==> src/rtl/otter_arb_pkg.sv <==
// Shared types and constants for the OTTER data-port arbiter.
// Requester ids, FSM states and memory access sizes.
package otter_arb_pkg;

   typedef enum logic [1:0] {
      IDLE,
      ISSUE,
      RD_DATA
   } arb_state_t;

   typedef logic req_id_t;

   localparam logic [1:0]  SZ_BYTE = 2'd0;
   localparam logic [1:0]  SZ_HALF = 2'd1;
   localparam logic [1:0]  SZ_WORD = 2'd2;

   localparam logic [31:0] IO_BASE = 32'h1100_0000;

endpackage

==> src/rtl/otter_arb_pick.sv <==
// Combinational two-way picker for the data-port arbiter.
// OTTER_ARB_RR_EN selects round-robin; otherwise requester 0 has fixed priority.
module otter_arb_pick
   import otter_arb_pkg::*;
(
   input  logic [1:0] req,
   input  req_id_t    last,
   output logic [1:0] gnt,
   output req_id_t    id
);

`ifndef OTTER_ARB_RR_EN
   logic unused_last;
   assign unused_last = last;
`endif

   always_comb begin
      gnt = 2'b00;
      id  = 1'b0;
`ifdef OTTER_ARB_RR_EN
      // On contention the requester that was not served last time wins.
      if (req == 2'b11) begin
         id = ~last;
      end else if (req[1]) begin
         id = 1'b1;
      end
`else
      if (!req[0] && req[1]) begin
         id = 1'b1;
      end
`endif
      if (req != 2'b00) begin
         gnt = (id == 1'b1) ? 2'b10 : 2'b01;
      end
   end

endmodule

==> src/rtl/otter_dport_arbiter.sv <==
// Sequencer and two-way arbiter for port 2 of OTTER_mem_byte (CPU vs DMA).
// Build option: define OTTER_ARB_RR_EN for round-robin instead of fixed priority.
module otter_dport_arbiter
   import otter_arb_pkg::*;
#(
   parameter int ADDR_W = 32,
   parameter int DATA_W = 32
) (
   input  logic              CLK,
   input  logic              RST_N,
   input  logic              R0_REQ,
   input  logic              R0_WE,
   input  logic [ADDR_W-1:0] R0_ADDR,
   input  logic [DATA_W-1:0] R0_DIN,
   input  logic [1:0]        R0_SIZE,
   input  logic              R0_SIGN,
   output logic              R0_GNT,
   output logic              R0_RVALID,
   output logic [DATA_W-1:0] R0_RDATA,
   input  logic              R1_REQ,
   input  logic              R1_WE,
   input  logic [ADDR_W-1:0] R1_ADDR,
   input  logic [DATA_W-1:0] R1_DIN,
   input  logic [1:0]        R1_SIZE,
   input  logic              R1_SIGN,
   output logic              R1_GNT,
   output logic              R1_RVALID,
   output logic [DATA_W-1:0] R1_RDATA,
   output logic [ADDR_W-1:0] MEM_ADDR2,
   output logic [DATA_W-1:0] MEM_DIN2,
   output logic              MEM_WRITE2,
   output logic              MEM_READ2,
   output logic [1:0]        MEM_SIZE,
   output logic              MEM_SIGN,
   input  logic [DATA_W-1:0] MEM_DOUT2
);

   arb_state_t        state_q, state_d;
   logic [ADDR_W-1:0] addr_q, addr_d;
   logic [DATA_W-1:0] din_q, din_d;
   logic [1:0]        size_q, size_d;
   logic              sign_q, sign_d;
   logic              write_q, write_d;
   logic              read_q, read_d;
   req_id_t           winner_q, winner_d;
   logic [DATA_W-1:0] r0_rdata_q, r0_rdata_d;
   logic [DATA_W-1:0] r1_rdata_q, r1_rdata_d;
   logic              r0_rvalid_q, r0_rvalid_d;
   logic              r1_rvalid_q, r1_rvalid_d;

   logic              grant_en;
   logic [1:0]        pick_req;
   logic [1:0]        pick_gnt;
   req_id_t           pick_id;
   req_id_t           last;

   // Grants only leave IDLE, and never while reset is held.
   assign grant_en = (state_q == IDLE) && RST_N;
   assign pick_req = {R1_REQ, R0_REQ} & {2{grant_en}};

   otter_arb_pick u_pick (
      .req  (pick_req),
      .last (last),
      .gnt  (pick_gnt),
      .id   (pick_id)
   );

   assign R0_GNT = pick_gnt[0];
   assign R1_GNT = pick_gnt[1];

`ifdef OTTER_ARB_RR_EN
   req_id_t last_q, last_d;

   always_comb begin
      last_d = last_q;
      if (pick_gnt != 2'b00) begin
         last_d = pick_id;
      end
   end

   always_ff @(posedge CLK or negedge RST_N) begin
      if (!RST_N) begin
         last_q <= 1'b1;
      end else begin
         last_q <= last_d;
      end
   end

   assign last = last_q;
`else
   assign last = 1'b1;
`endif

   always_comb begin
      state_d     = state_q;
      addr_d      = addr_q;
      din_d       = din_q;
      size_d      = size_q;
      sign_d      = sign_q;
      winner_d    = winner_q;
      write_d     = 1'b0;
      read_d      = 1'b0;
      r0_rdata_d  = r0_rdata_q;
      r1_rdata_d  = r1_rdata_q;
      r0_rvalid_d = 1'b0;
      r1_rvalid_d = 1'b0;
      case (state_q)
         IDLE: begin
            if (pick_gnt != 2'b00) begin
               winner_d = pick_id;
               state_d  = ISSUE;
               if (pick_id == 1'b0) begin
                  addr_d  = R0_ADDR;
                  din_d   = R0_DIN;
                  size_d  = R0_SIZE;
                  sign_d  = R0_SIGN;
                  write_d = R0_WE;
                  read_d  = !R0_WE;
               end else begin
                  addr_d  = R1_ADDR;
                  din_d   = R1_DIN;
                  size_d  = R1_SIZE;
                  sign_d  = R1_SIGN;
                  write_d = R1_WE;
                  read_d  = !R1_WE;
               end
            end
         end
         ISSUE: begin
            state_d = write_q ? IDLE : RD_DATA;
         end
         RD_DATA: begin
            // Address/size/sign stay put here: memory slices DOUT from them live.
            if (winner_q == 1'b0) begin
               r0_rdata_d  = MEM_DOUT2;
               r0_rvalid_d = 1'b1;
            end else begin
               r1_rdata_d  = MEM_DOUT2;
               r1_rvalid_d = 1'b1;
            end
            state_d = IDLE;
         end
         default: begin
            state_d = IDLE;
         end
      endcase
   end

   always_ff @(posedge CLK or negedge RST_N) begin
      if (!RST_N) begin
         state_q     <= IDLE;
         addr_q      <= '0;
         din_q       <= '0;
         size_q      <= 2'b00;
         sign_q      <= 1'b0;
         write_q     <= 1'b0;
         read_q      <= 1'b0;
         winner_q    <= 1'b0;
         r0_rdata_q  <= '0;
         r1_rdata_q  <= '0;
         r0_rvalid_q <= 1'b0;
         r1_rvalid_q <= 1'b0;
      end else begin
         state_q     <= state_d;
         addr_q      <= addr_d;
         din_q       <= din_d;
         size_q      <= size_d;
         sign_q      <= sign_d;
         write_q     <= write_d;
         read_q      <= read_d;
         winner_q    <= winner_d;
         r0_rdata_q  <= r0_rdata_d;
         r1_rdata_q  <= r1_rdata_d;
         r0_rvalid_q <= r0_rvalid_d;
         r1_rvalid_q <= r1_rvalid_d;
      end
   end

   assign MEM_ADDR2  = addr_q;
   assign MEM_DIN2   = din_q;
   assign MEM_SIZE   = size_q;
   assign MEM_SIGN   = sign_q;
   assign MEM_WRITE2 = write_q;
   assign MEM_READ2  = read_q;
   assign R0_RDATA   = r0_rdata_q;
   assign R1_RDATA   = r1_rdata_q;
   assign R0_RVALID  = r0_rvalid_q;
   assign R1_RVALID  = r1_rvalid_q;

endmodule
==> config.mk <==
export PLATFORM = sky130hd
export DESIGN_NAME = otter_dport_arbiter
export DESIGN_NICKNAME = d
export VERILOG_FILES = /design/src/rtl/otter_arb_pkg.sv /design/src/rtl/otter_arb_pick.sv /design/src/rtl/otter_dport_arbiter.sv
export SDC_FILE = /design/constraint.sdc
export NUM_CORES = 1
export LEC_CHECK = 0
export ABC_AREA = 1
export CAP_MARGIN = 0
export CORE_MARGIN = 1
export CORE_UTILIZATION = 44
export DETAILED_ROUTE_END_ITERATION = 8
export GPL_ROUTABILITY_DRIVEN = 0
export PLACE_DENSITY = 0.87
export SLEW_MARGIN = 20
export SYNTH_ARGS = -nofsm -noshare
export SYNTH_HDL_FRONTEND = slang
export SYNTH_SLANG_ARGS = --single-unit
==> constraint.sdc <==
create_clock -name CLK -period 3.2 [get_ports CLK]
set_clock_uncertainty 0.05 [all_clocks]
set_input_delay 0.32 -clock CLK [delete_from_list [all_inputs] [get_ports CLK]]
set_output_delay 0.32 -clock CLK [all_outputs]
set_load 0.01 [all_outputs]
-- Word-level counts from Yosys, hierarchy flattened
Cells that the tools add are included.
- bitwise logic cells: 2
- eq/ne operators: 3
- reductions and logical operators: 11
- multiplexer cells: 20
- operators with widths (operator ; number):
    2-to-1 mux 32 bit ; 2
    2-to-1 mux 1 bit ; 12
    2-to-1 mux 2 bit ; 5
    AND reduction 2 bit ; 3
    one-hot mux 2 bit (2 select lines) ; 1
    nonzero test 2 bit ; 2
    zero test 1 bit ; 3
    AND 2 bit ; 1
    == test 2 x 1 -> 1 bit (second input constant) ; 1
    == test 2 bit (second input constant) ; 1
    logical AND 1 bit ; 2
    zero test 2 bit ; 1
    != test 2 x 1 -> 1 bit (second input constant) ; 1
    NOT 1 bit ; 1
- word-level logic and storage cells: 48
- bits of input ports: 172
- register bits: 138

-- Logic depth before layout (Yosys ltp)
Gate-level depths: netlist of run 1.
- depth in word-level cells: 11
- mapped depth: 7
- gate-level depth less buffers: 6

-- Cells and area by module
Synthesis of run 1 repeated with hierarchy kept, for this count alone.
- cells, all modules: 812
- area total of the unflattened synthesis: 6187.2 µm²
- by module, submodules not included (module ; instances ; sequential area each (µm²) ; area each (µm²) ; cells an instance):
    otter_dport_arbiter ; 1 ; 3453.3 ; 6168.4 ; 808
    otter_arb_pick ; 1 ; 0.0 ; 18.8 ; 4

-- Worst setup path before layout of run 1
Ideal clock, no wire load.
- kind: reg2reg
- start point: register state_q[1]
- end point: register din_q[13], in the netlist MEM_DIN2[13]
- data required time: 3.024 ns
- stages on the path, launching flop included: 7
- data arrival time: 1.169 ns
- buffers on the path: 2
- period minus slack after synthesis: 1.345 ns
- setup slack: 1.855 ns
- path through: dfrtp_1 -> nor2_4 -> nand3_1 -> buf_4 -> buf_6 -> o21ai_0 -> a21oi_1
- word-level cells in the longest chain between the ends: 10
- ends and longest elaborated chain (what ; RTL line ; RTL):
    start: declaration ; otter_dport_arbiter.sv:38 ; arb_state_t state_q, state_d;
    start signal: assignment ; otter_dport_arbiter.sv:164 ; state_q <= state_d;
    zero test 2 bit * ; otter_dport_arbiter.sv:58, otter_dport_arbiter.sv:107 ;
    logical AND 1 bit ; otter_dport_arbiter.sv:58 ; assign grant_en = (state_q == IDLE) && RST_N;
    AND 2 bit ; otter_dport_arbiter.sv:59 ; assign pick_req = {R1_REQ, R0_REQ} & {2{grant_en}};
    zero test 1 bit ; otter_arb_pick.sv:28 ; if (!req[0] && req[1]) begin
    logical AND 1 bit ; otter_arb_pick.sv:28 ;
    2-to-1 mux 1 bit ; otter_arb_pick.sv:28 ;
    2-to-1 mux 2 bit ; otter_arb_pick.sv:33 ; gnt = (id == 1'b1) ? 2'b10 : 2'b01;
    2-to-1 mux 2 bit ; otter_arb_pick.sv:32 ; if (req != 2'b00) begin
    nonzero test 2 bit ; otter_dport_arbiter.sv:109 ; if (pick_gnt != 2'b00) begin
    AND reduction 2 bit (no source line) ; n/a ;
    end signal: assignment ; otter_dport_arbiter.sv:166 ; din_q <= din_d;
    end: declaration ; otter_dport_arbiter.sv:40 ; logic [DATA_W-1:0] din_q, din_d;
Every way passes the cells marked *; elsewhere a longest branch is shown, timed or not.
A chain may end at the register's enable or synchronous reset.

-- Worst setup path in the final report of run 1
- start point: input port RST_N
- end point: output port R0_GNT
- word-level cells in the longest chain between the ends: 7
- ends and longest elaborated chain (what ; RTL line ; RTL):
    start: declaration ; otter_dport_arbiter.sv:10 ; input logic RST_N,
    logical AND 1 bit * ; otter_dport_arbiter.sv:58 ;
    AND 2 bit * ; otter_dport_arbiter.sv:59 ;
    zero test 1 bit ; otter_arb_pick.sv:28 ;
    logical AND 1 bit ; otter_arb_pick.sv:28 ;
    2-to-1 mux 1 bit ; otter_arb_pick.sv:28 ;
    2-to-1 mux 2 bit ; otter_arb_pick.sv:33 ;
    2-to-1 mux 2 bit * ; otter_arb_pick.sv:32 ;
    end: declaration ; otter_dport_arbiter.sv:17 ; output logic R0_GNT,
Marked as above.

==> flow_summary.yaml, run 1 <==
outcome:
  status: "finished clean"
clocking:
  cts.clk_slew.worst_paths_ns: 0.06
  cts_buffers: 17
  root_buffer: "clkbuf_16"
  cts-resized-gates: 0
  clk_latency_ns: 0.41
  cts_sinks: 138
  cts_tree: "built"
  htree_levels: 4
  clk_path_buf_depth: 2
routing:
  ant_nets: 0
  vias: 6070
  drt_wl_total_mm: 18.9
  met1Wirelength_mm: 7.44
  route.met3.wl_mm: 1.54
  wl_per_cell_um: 14.8
  drt_iter0_drc: 406
  routed_via_density: 4.77
  wl_met2_mm: 9.41
  first_pass_iters: 5
  dr.max_layer_used: "met4"
  drc: 0
synth:
  synth_edf_count: 0
  ys_warn_count: 0
  avgSynthCellArea_sq_um: 7.83
  ys_ff_latch: 138
  synthArstFlopShare: 1.00
  syn_nets: 961
  postSynthCellCount: 789
  synthesis.area_sq_um: 6180
  synth-seq-area-share: 0.559
  yosys.area.top_type: "dfrtp_1"
  synthTopCellsByArea: "dfrtp_1, nand2_1, inv_1"
  synth_commonest_cells: "nand2_1, inv_1, dfrtp_1"
  ys.flop_type: "dfrtp_1"
  yosysMostFrequentCell: "nand2_1"
  synth.top_cell.area_share: 0.559
  yosysUniqueCellTypes: 20
power:
  ir_drop_mv: 0.327
  leakage_nw: 5.18
  powerDensity_nw_per_um2: 789
  power_mw: 7.88
grt:
  gr-total-overflow: 0
  grt_pass1_wl_mm: 30.2
  grt_pass1_vias: 5945
  grt_max_degree: 69
  grtUsageTotal: 0.272
  antenna_found_initial: 0
die:
  dieArea_sq_um: 14500
  die_height_um: 121
  dieWidth_um: 121
  ios: 309
  core_area_sq_um: 13500
  start_util: 0.459
  rows: 42
worst_setup_path:
  crit_start: "RST_N"
  critPathMaxFanout: 16
  reg2reg_slack_ns: 1.20
  cpPeakStageDelay_ns: 0.58
  end_kind: "output pin"
  crit_arrival_ns: 2.02
  critical_path_class: "primary input to output pin"
  cp-start-kind: "primary input"
  regToRegStartpoint: "state_q[1]"
  required_ns: 2.83
  cp_top_family: "buffers and inverters"
  cp_cell_sequence: "dlygate4sd3_1 -> buf_6 -> nand3_2 -> inv_1 -> clkdlybuf4s50_1"
  crit_slowest_cell: "dlygate4sd3_1"
  cp.buffers_inverters: 4
sta:
  worst_slew_pin_slew_ns: 0.855
  max_slew_margin: 0.430
  rsz0062_at_grt: "no"
  hold_viol: 0
  max_freq_mhz: 418
  fin_crit_ns: 2.39
  maxSlewViolCount: 0
  final-setup-viol-count: 0
  tns_ns: 0
  fin_crit_sh: 0.748
placement:
  portBuffers: 308
  dp_hpwl_mm: 13.1
layout:
  areaGrowthSynthToFinish_pct: 61.8
  layout-drive-gt1-share: 0.0447
  nets: 1255
  diodes: 0
hold_path:
  hold_class: "primary input to async pin"
flow_run:
  maxCapViolations: 0
-- timing repair --
item                                   CTS  global route
setup buffers                            0             0
endpoints found under the hold margin    7             0
hold buffers                             1             0
-- per-layer routing --
metal | track usage | vias up
li1 | - | 2955
met1 | 0.313 | 2808
met2 | 0.468 | 266
met3 | 0.0858 | 41
met4 | 0.111 | 0
met5 | 0 | -
-- flip-flops by register name, summed over array words and instances (netlist names), 2 cells and up --
name and cells:
MEM_ADDR2 32, MEM_DIN2 32, MEM_SIZE 2, R0_RDATA 32
R1_RDATA 32, state_q 2
-- where the power goes --
| part | switching [mW] | leakage [nW] | internal [mW] |
|---|---|---|---|
| logic | 1.31 | 3.21 | 1.65 |
| registers | 0.387 | 1.67 | 2.43 |
| clock network | 0.771 | 0.303 | 1.33 |
-- through the flow --
step / util / worst slack, ns / area [sq um] / instances / hold WS, ns
6_report: 0.743 / 0.807 / 10000 / 1272 / 0.293
5_1_grt: 0.743 / 0.716 / 10000 / 1272 / 0.276
4_1_cts: 0.743 / 0.808 / 10000 / 1272 / 0.274
3_5_place_dp: 0.695 / 0.901 / 9360 / 1239 / 0.101
3_3_place_gp: 0.695 / 0.951 / 9360 / 1239 / 0.101
2_1_floorplan: - / 1.85 / 6180 / 789 / -0.0256
-- layout make-up --
cell class,count,area [sq um]
sequential,138,3450
multi-input combinational,465,1990
inverter,144,541
clock inverter,14,193
clock buffer,18,439
fill,1010,3450
timing repair buffer,317,3170
tap,176,220
-- worst paths after layout --
kind / end / cells past startpoint
max reg2reg: MEM_ADDR2[23] / 6
max: R0_GNT / 5
max in group asynchronous: R1_RDATA[8] / 3
min in group CLK: state_q[1] / 1
min: MEM_SIGN / 2
min reg2reg: state_q[1] / 1
-- placed cells by master, fill, tap and decap left out, types with 7 or more instances in the layout --
master	n
clkdlybuf4s50_1	307
nor2_1	20
dfrtp_1	138
nand2_1	290
inv_1	143
o21ai_1	43
o21ai_0	86
a21oi_1	17
clkbuf_16	17
buf_4	7
-- kinds of logic (layout without fill, tap and decap cells) --
| group | Yosys count | in the layout | share of synthesized area |
|---|---|---|---|
| compound gates | 147 | 147 | 0.119 |
| buf+inv | 186 | 493 | 0.124 |
| flops | 138 | 138 | 0.559 |
| simple gates | 318 | 318 | 0.198 |
-- worst reg2reg max path: cells and delay by family (launching register included) --
family | cells | cell delay (ns)
buffers and inverters | 1 | 0.48
AOI/OAI and AO/OA | 1 | 0.06
DFF | 1 | 0.46
and+or+nand+nor | 4 | 0.83
(Power assumes the default switching activity.)
==> run 2: changes to the inputs <==
--- a/config.mk
+++ b/config.mk
@@ -8,10 +8,10 @@
 export ABC_AREA = 1
 export CAP_MARGIN = 0
 export CORE_MARGIN = 1
-export CORE_UTILIZATION = 44
+export CORE_UTILIZATION = 37
 export DETAILED_ROUTE_END_ITERATION = 8
 export GPL_ROUTABILITY_DRIVEN = 0
-export PLACE_DENSITY = 0.87
+export PLACE_DENSITY = 0.78
 export SLEW_MARGIN = 20
 export SYNTH_ARGS = -nofsm -noshare
 export SYNTH_HDL_FRONTEND = slang
==> constraint.sdc (replaced) <==
create_clock -name CLK -period 2 [get_ports CLK]
set_clock_uncertainty 0.05 [all_clocks]
set_input_delay 0.2 -clock CLK [delete_from_list [all_inputs] [get_ports CLK]]
set_output_delay 0.2 -clock CLK [all_outputs]
set_load 0.01 [all_outputs]
==> run 2 against run 1 <==
Compared with the run above:
- register-to-register slack worse by 0.86 ns
- non-clock buffer count up 8
- hold slack worse by 0.16 ns
- critical path depth unchanged
- combinational power up 60%
- clock power up 57%
- utilization down 11 points
- via count down 2.4%
- final cell count up 3.8%
- first-iteration DRC count down 33%
- largest power group unchanged
==> flow_summary.yaml, run 2 (synthesis results as in run 1) <==
hold_path:
  hold_class: "primary input to async pin"
sta:
  hold_viol: 0
  maxSlewViolCount: 0
  fin_crit_ns: 1.92
  whs_ns: 0.129
  fin_crit_sh: 0.958
  final-setup-viol-count: 0
  rsz0062_at_grt: "no"
  max_freq_mhz: 522
  tns_ns: 0
  worst_slew_pin_slew_ns: 0.574
  fin_ws_ns: 0.0849
  max_slew_margin: 0.618
die:
  die_height_um: 131
  ios: 309
  start_util: 0.384
  core_area_sq_um: 16100
  dieWidth_um: 131
  rows: 46
  dieArea_sq_um: 17200
clocking:
  cts_sinks: 138
  clk_latency_ns: 0.41
  clk_path_buf_depth: 2
  cts.clk_slew.worst_paths_ns: 0.06
  htree_levels: 4
  cts_buffers: 17
  cts_tree: "built"
  root_buffer: "clkbuf_16"
routing:
  wl_per_cell_um: 14.0
  ant_nets: 0
  vias: 5927
  drt_wl_total_mm: 18.5
  routed_via_density: 4.49
  drc: 0
  first_pass_iters: 5
  drt_iter0_drc: 272
grt:
  grt_pass1_vias: 5851
  antenna_found_initial: 0
  grtUsageTotal: 0.226
  grt_max_degree: 108
  grt_pass1_wl_mm: 30.4
  gr-total-overflow: 0
worst_setup_path:
  cpPeakStageDelay_ns: 0.45
  crit_start: "state_q[1]"
  crit_arrival_ns: 1.67
  crit_slowest_cell: "dfrtp_2"
  regToRegStartpoint: "state_q[1]"
  endpoint: "R1_GNT"
  reg2reg_slack_ns: 0.34
  r2r_cells: 7
  required_ns: 1.75
  end_kind: "output pin"
  critical_path_class: "flop to output pin"
  cp_cell_sequence: "nor2_4 -> buf_4 -> nand4_4 -> inv_2 -> dlygate4sd2_1"
  cp-start-kind: "flop"
  reg2reg_to: "MEM_DIN2[13]"
  critPathMaxFanout: 4
layout:
  nets: 1263
  layout-drive-gt1-share: 0.0525
  postLayoutCoreUtil: 0.631
  diodes: 0
  final_cell_mix: "clkdlybuf4s50_1, nand2_1, inv_1"
  fin_cells: 1320
  fill_cells: 1406
  final_common_cell: "clkdlybuf4s50_1"
  finalInstanceArea_sq_um: 10200
  areaGrowthSynthToFinish_pct: 64.6
placement:
  portBuffers: 308
  dp_slack_ns: 0.118
  place_area_sq_um: 9530
  dp_hpwl_mm: 13.1
  dp_cells: 1285
power:
  power_mw: 12.6
  ir_drop_mv: 0.581
  leakage_nw: 5.26
  powerDensity_nw_per_um2: 1240
flow_run:
  maxCapViolations: 0
outcome:
  status: "finished clean"
## run 2: worst min path at each step
stage / start / to / cells past startpoint
finish: RST_N / MEM_ADDR2[28] / 2
detailed placement: RST_N / MEM_ADDR2[28] / 1
CTS: RST_N / MEM_ADDR2[28] / 2
floorplan: RST_N / MEM_ADDR2[0] / 0
global route: RST_N / MEM_ADDR2[28] / 2
global placement: RST_N / MEM_ADDR2[28] / 1
## run 2: report_power, final
part           switching, mW  internal [mW]
clock network           1.29           2.00
registers              0.628           3.89
logic                   2.06           2.70
total                   3.98           8.59
## run 2: area by class of cell
cell class / count / area [sq um] / area share
Clock buffer: 17 / 425 / 0.0418
Tap cell: 216 / 270 / 0.0266
Timing Repair Buffer: 325 / 3300 / 0.324
Multi-Input combinational cell: 465 / 1990 / 0.196
Clock inverter: 15 / 191 / 0.0188
Inverter: 144 / 541 / 0.0531
Sequential cell: 138 / 3450 / 0.340
## run 2: timing repair
item / CTS / global route
hold buffers: 1 / 0
endpoints found under the hold margin: 138 / 0
setup endpoints to repair: 2 / 0
resized for setup: 4 / 0
setup buffers: 2 / 0
## run 2: worst max-delay path: cells and delay by family, from the launching register on
| kind | cells | cell delay, ns |
|---|---|---|
| buffers and inverters | 3 | 0.54 |
| DFF | 1 | 0.45 |
| and+or+nand+nor | 2 | 0.27 |
## run 2: metal layers
metal | up-vias | track usage | share of wire | wire length (um)
met3 | 28 | 0.0795 | 0.084 | 1560
met4 | 0 | 0.0833 | 0.023 | 426
met1 | 2675 | 0.273 | 0.41 | 7590
met5 | - | 0 | 0 | 0
li1 | 2976 | - | - | -
met2 | 248 | 0.372 | 0.48 | 8880
